[src/rtl/mem_arbiter.sv]
// Round-robin arbiter sharing one backing-memory port between the icache refill
// path and the data path, one transaction at a time, with a per-transaction timeout.
module mem_arbiter #(
  parameter int N       = 64,
  parameter int AW      = 32,
  parameter int TIMEOUT = 15
) (
  input  logic          clk,
  input  logic          reset,
  input  logic          i_req,
  input  logic [AW-1:0] i_adr,
  input  logic          i_abort,
  output logic [AW-1:0] i_rdata,
  output logic          i_val,
  input  logic          d_req,
  input  logic [1:0]    d_we,
  input  logic [N-1:0]  d_adr,
  input  logic [N-1:0]  d_wdata,
  output logic [N-1:0]  d_rdata,
  output logic          d_val,
  output logic          m_req,
  output logic [1:0]    m_we,
  output logic [N-1:0]  m_adr,
  output logic [N-1:0]  m_wdata,
  input  logic [N-1:0]  m_rdata,
  input  logic          m_val,
  output logic          owner,
  output logic          busy,
  output logic          err
);

  typedef enum logic [1:0] {IDLE, WAIT_I, WAIT_D} state_t;

  state_t         state_q, state_d;
  logic           m_req_q, m_req_d;
  logic [1:0]     m_we_q, m_we_d;
  logic [N-1:0]   m_adr_q, m_adr_d;
  logic [N-1:0]   m_wdata_q, m_wdata_d;
  logic           owner_q, owner_d;
  logic           busy_q, busy_d;
  logic           err_q, err_d;
  logic           last_d_q, last_d_d;
  logic           squash_q, squash_d;
  logic [3:0]     timer_q, timer_d;

  logic [N-1:0]   i_adr_ext;
  logic           i_ok;
  logic           grant_i;
  logic           grant_d;
  logic           expired;

  always_comb begin
    i_adr_ext          = '0;
    i_adr_ext[AW-1:0]  = i_adr;
    // An aborting icache cannot win a grant; on a tie the side not served last wins.
    i_ok     = i_req & ~i_abort;
    grant_i  = i_ok & (~d_req | last_d_q);
    grant_d  = d_req & ~grant_i;
    expired  = (timer_q == 4'(TIMEOUT - 1));

    state_d   = state_q;
    m_req_d   = m_req_q;
    m_we_d    = m_we_q;
    m_adr_d   = m_adr_q;
    m_wdata_d = m_wdata_q;
    owner_d   = owner_q;
    busy_d    = busy_q;
    err_d     = 1'b0;
    last_d_d  = last_d_q;
    squash_d  = squash_q;
    timer_d   = timer_q;

    case (state_q)
      IDLE: begin
        if (grant_i) begin
          state_d   = WAIT_I;
          m_adr_d   = i_adr_ext;
          m_we_d    = 2'b00;
          m_wdata_d = '0;
          owner_d   = 1'b0;
          last_d_d  = 1'b0;
        end else if (grant_d) begin
          state_d   = WAIT_D;
          m_adr_d   = d_adr;
          m_we_d    = d_we;
          m_wdata_d = d_wdata;
          owner_d   = 1'b1;
          last_d_d  = 1'b1;
        end
        if (grant_i || grant_d) begin
          m_req_d  = 1'b1;
          busy_d   = 1'b1;
          squash_d = 1'b0;
          timer_d  = '0;
        end
      end
      WAIT_I, WAIT_D: begin
        if (state_q == WAIT_I && i_abort) squash_d = 1'b1;
        // Completion takes priority over a timeout landing in the same cycle.
        if (m_val) begin
          m_req_d = 1'b0;
          busy_d  = 1'b0;
          state_d = IDLE;
        end else if (expired) begin
          err_d   = 1'b1;
          m_req_d = 1'b0;
          busy_d  = 1'b0;
          state_d = IDLE;
        end else begin
          timer_d = timer_q + 4'd1;
        end
      end
      default: state_d = IDLE;
    endcase
  end

  always_ff @(posedge clk or negedge reset) begin
    if (!reset) begin
      state_q   <= IDLE;
      m_req_q   <= 1'b0;
      m_we_q    <= 2'b00;
      m_adr_q   <= '0;
      m_wdata_q <= '0;
      owner_q   <= 1'b0;
      busy_q    <= 1'b0;
      err_q     <= 1'b0;
      last_d_q  <= 1'b1;
      squash_q  <= 1'b0;
      timer_q   <= '0;
    end else begin
      state_q   <= state_d;
      m_req_q   <= m_req_d;
      m_we_q    <= m_we_d;
      m_adr_q   <= m_adr_d;
      m_wdata_q <= m_wdata_d;
      owner_q   <= owner_d;
      busy_q    <= busy_d;
      err_q     <= err_d;
      last_d_q  <= last_d_d;
      squash_q  <= squash_d;
      timer_q   <= timer_d;
    end
  end

  // Completion is forwarded in the m_val cycle itself to save a cycle of latency.
  assign i_val   = (state_q == WAIT_I) & m_val & ~squash_q;
  assign d_val   = (state_q == WAIT_D) & m_val;
  assign i_rdata = i_val ? m_rdata[AW-1:0] : '0;
  assign d_rdata = d_val ? m_rdata : '0;

  assign m_req   = m_req_q;
  assign m_we    = m_we_q;
  assign m_adr   = m_adr_q;
  assign m_wdata = m_wdata_q;
  assign owner   = owner_q;
  assign busy    = busy_q;
  assign err     = err_q;

endmodule
[config.mk]
export PLATFORM = sky130hd
export DESIGN_NAME = mem_arbiter
export DESIGN_NICKNAME = d
export VERILOG_FILES = /design/src/rtl/mem_arbiter.sv
export SDC_FILE = /design/constraint.sdc
export NUM_CORES = 1
export LEC_CHECK = 0
export CORE_AREA = 3 3 182 184
export CTS_CLUSTER_DIAMETER = 80
export DETAILED_ROUTE_END_ITERATION = 8
export DIE_AREA = 0 0 185 187
export PLACE_DENSITY_LB_ADDON = 0.08
export SYNTH_ARGS = -nofsm -noshare
export SYNTH_HDL_FRONTEND = slang
export SYNTH_SLANG_ARGS = --single-unit
[constraint.sdc]
create_clock -name clk -period 1.7 [get_ports clk]
set_input_delay 0.255 -clock clk [delete_from_list [all_inputs] [get_ports clk]]
set_output_delay 0.255 -clock clk [all_outputs]
set_load 0.01 [all_outputs]
==> results of run 1 <==
-- timing repair --
| item | 4_1_cts | 5_1_grt |
|---|---|---|
| endpoints found under the setup margin | 236 | 242 |
| resized for setup | 517 | 172 |
| gates cloned | 31 | 2 |
| hold buffers | 1 | 0 |
| pin swaps | 76 | 80 |
| setup buffers | 48 | 29 |
| endpoints found under the hold margin | 33 | 0 |
-- placed cells by master (no fill, tap or decap), types with 2 or more instances in the layout --
| cell type | count |
|---|---|
| clkdlybuf4s50_1 | 359 |
| dfrtp_1 | 140 |
| buf_6 | 111 |
| a22o_1 | 100 |
| and3_4 | 51 |
| buf_12 | 42 |
| inv_1 | 33 |
| buf_4 | 33 |
| a222oi_1 | 32 |
| buf_2 | 31 |
| buf_16 | 20 |
| clkbuf_16 | 19 |
| and2_1 | 17 |
| and2_4 | 17 |
| and3_1 | 15 |
| buf_8 | 12 |
| nand2_4 | 4 |
| nand3_1 | 4 |
| o21ai_2 | 4 |
| bufinv_16 | 4 |
| clkinv_2 | 4 |
| dlymetal6s2s_1 | 4 |
| nand2b_1 | 3 |
| nand2_1 | 3 |
| a21oi_1 | 3 |
| ha_4 | 3 |
| clkbuf_1 | 3 |
| diode_2 | 2 |
| inv_2 | 2 |
| nor2_1 | 2 |
| nor2b_2 | 2 |
| nor2b_4 | 2 |
| a21o_1 | 2 |
| ha_1 | 2 |
| clkinv_4 | 2 |
-- cell type report --
type,count,share of cell area [%]
clock inverter,11,1.16
clock buffer,20,3.06
antenna,2,0.0350
multi-input combinational,283,18.1
timing repair buffer,615,48.5
tap,402,3.52
inverter,35,0.919
sequential,141,24.7
-- metal layers --
metal / up-vias / part of all wire [%] / global-route usage, %
met4: 2 / 1.8 / 4.82
met3: 33 / 8.0 / 5.99
met2: 316 / 56 / 36.6
li1: 3097 / - / -
met5: - / 0.038 / 0
met1: 3247 / 34 / 18.8
-- critical path: stages, from the launching register on --
cell and delay [ns]:
dfrtp_1 0.43, inv_2 0.09, ha_4 0.18, buf_12 0.15
buf_12 0.13, buf_16 0.13, and3_1 0.13, buf_2 0.14
-- logic make-up (layout without fill, tap and decap cells) --
logic type | Yosys count | count (layout) | share of synthesized area, %
buf+inv | 87 | 681 | 6.30
fa+ha+maj | 5 | 5 | 1.03
simple gates | 129 | 129 | 12.9
flops | 141 | 141 | 58.2
other cells | 0 | 2 | 0
compound gates | 149 | 149 | 21.5
-- worst max-delay path by stage --
stage,cells past startpoint,end,slack [ns],startpoint
after floorplan,7,timer_q[2],0.05,state_q[0]
after global placement,5,d_rdata[26],-0.24,state_q[0]
after detailed placement,5,d_rdata[26],-0.25,state_q[0]
after CTS,7,d_rdata[62],-0.38,state_q[1]
after global routing,7,d_rdata[32],-0.41,state_q[0]
final,7,d_rdata[32],-0.35,state_q[0]
-- synth_stat cells (all sizes together), types with 2 or more instances --
library cell / count
dfrtp: 140
a22o: 100
and3: 66
inv: 35
and2: 34
a222oi: 32
clkbuf: 30
buf: 22
nand2: 8
o21ai: 6
a21oi: 5
ha: 5
nand3: 5
nor2b: 5
nand2b: 3
nor2: 3
a21o: 2
or4: 2
-- power groups by stage --
stage	logic (mW)	registers, mW	clock network (mW)
detailed placement	10.6	5.94	0
finish	14.7	6.01	3.95
global placement	10.7	5.98	0
floorplan	3.27	6.62	0
global route	15.5	6.22	4.21
CTS	14.3	5.99	4.07
-- through the flow --
step	TNS [ns]	area, sq um	util, %
6_report	-44.80	14300	45.3
5_1_grt	-59.74	14300	45.3
4_1_cts	-58.29	13600	43.3
3_5_place_dp	-34.32	11700	37.0
3_3_place_gp	-32.65	11700	37.0
2_1_floorplan	0	6060	-
-- flip-flops by register name (all words and copies together), names as in the netlist --
signal    flops
timer_q       4
err           1
state_q       2
owner         1
last_d_q      1
m_wdata      64
m_we          2
squash_q      1
busy          1
m_adr        64
==> reports/qor.csv, run 1 <==
metric,value,unit
Net Sw Frac,32.9,%
R2R cell count,12,
Ys Warns,0,
H-tree level count,4,
Leakage,6.53,nW
DIE HEIGHT,187,um
synthesized cell area,6060,sq um
flop-to-flop setup slack,-0.25,ns
worst slew pin tran,0.429,ns
layout cells sized above 1,33.8,%
Area Growth Syn to Fin,136,%
clk_lat worst skew,0.43,ns
"worst slack, placed",-0.254,ns
Critical Path Source Type,flop,
DPL Wire Length,22900,um
Clock Sink Count,141,
ys flop type,dfrtp_1,
Yosys top cell area share,57.8,%
Worst EP required,1.44,ns
number of synthesized flops with an enable pin,0,
clock network fraction of total power,16.0,%
"Net count, final",1330,
Core Rows,65,
TritonCTS clock tree,done,
Yosys reg bits,141,
Synth area leader,dfrtp_1,
Combinational Power Share,59.6,%
final period utilization,121,%
CP Data Arrival Time,1.80,ns
reg2reg end,m_adr[28],
final hold violation count,0,
cell count after synthesis,511,
pwr/cell area,1730,nW/um^2
Cell Count Post-Placement,1383,
number of routed nets with antenna violations,0,
area of the multi-input gates,2590,sq um
Psw,8.12,mW
worst vdd ir,0.780,mV
Fillers,2869,
Port-buffer cells,463,
Seq pwr share,24.4,%
Hold Crit Class,in -> async,
clock-pin slew on the worst setup and hold paths,0.06,ns
Slew Limit Fails,0,
Yosys cell types,32,
initial antenna violation count,3,
first-pass GRT wire length,47500,um
total core area,31600,sq um
clk buf depth,2,
Synth area leaders,"dfrtp_1 58%, a22o_1 14%, and3_1 6.8%, a222oi_1 5.3%, and2_1 3.4%",
Final WS setup,-0.352,ns
Period minus WS final,2.05,ns
Final Skew,0.0115,ns
failing checks,setup timing,
final routed DRC violation total,0,
Worst Setup Path Type,reg -> out,
Fin Hold WS,0.333,ns
via count,6695,
via/cell ratio,4.44,
crit path max fanout,6,
Max Fclk,487,MHz
Tot Pwr,24.7,mW
Post-synth ARST share,100,%
I/O pins,464,
RSZ-0062 raised after global routing,true,
Slew HR,71.4,%
Placer Congestion,0.751,
Synthesized Nets,748,
R2R Path Start,state_q[0],
Non-Filler Instances,1509,
drt initial violations,310,
CTS buffer count,17,
sequential cell area fraction in the yosys report,58.2,%
CP Capture Type,primary output,
synthesized area per cell,11.9,sq um
outcome,finished with violations,
Seq. cell area,3530,sq um
Routed wire per std cell,22.5,um
Initial Util,19.2,%
full die area,34600,sq um
pin count of the biggest net entering global routing,69,
Final Setup Violations,234,
DRT Wirelength,34000,um
drt first pass iters,5,
max-cap viol count,0,
Pint,16.5,mW
vias in the first global route,7026,
CTS root buffer,clkbuf_16,
GRT Total Usage,18.7,%
gr ovfl total,0,
die width,185,um
Power figures use the tool's default switching activity.
==> inputs of run 2 (changes only) <==
--- a/config.mk
+++ b/config.mk
@@ -5,6 +5,7 @@
 export SDC_FILE = /design/constraint.sdc
 export NUM_CORES = 1
 export LEC_CHECK = 0
+export CAP_MARGIN = 0
 export CORE_AREA = 3 3 182 184
 export CTS_CLUSTER_DIAMETER = 80
 export DETAILED_ROUTE_END_ITERATION = 8
==> results of run 2 <==
Same layout as run 1: the final DEF is identical, and so are final timing and power.
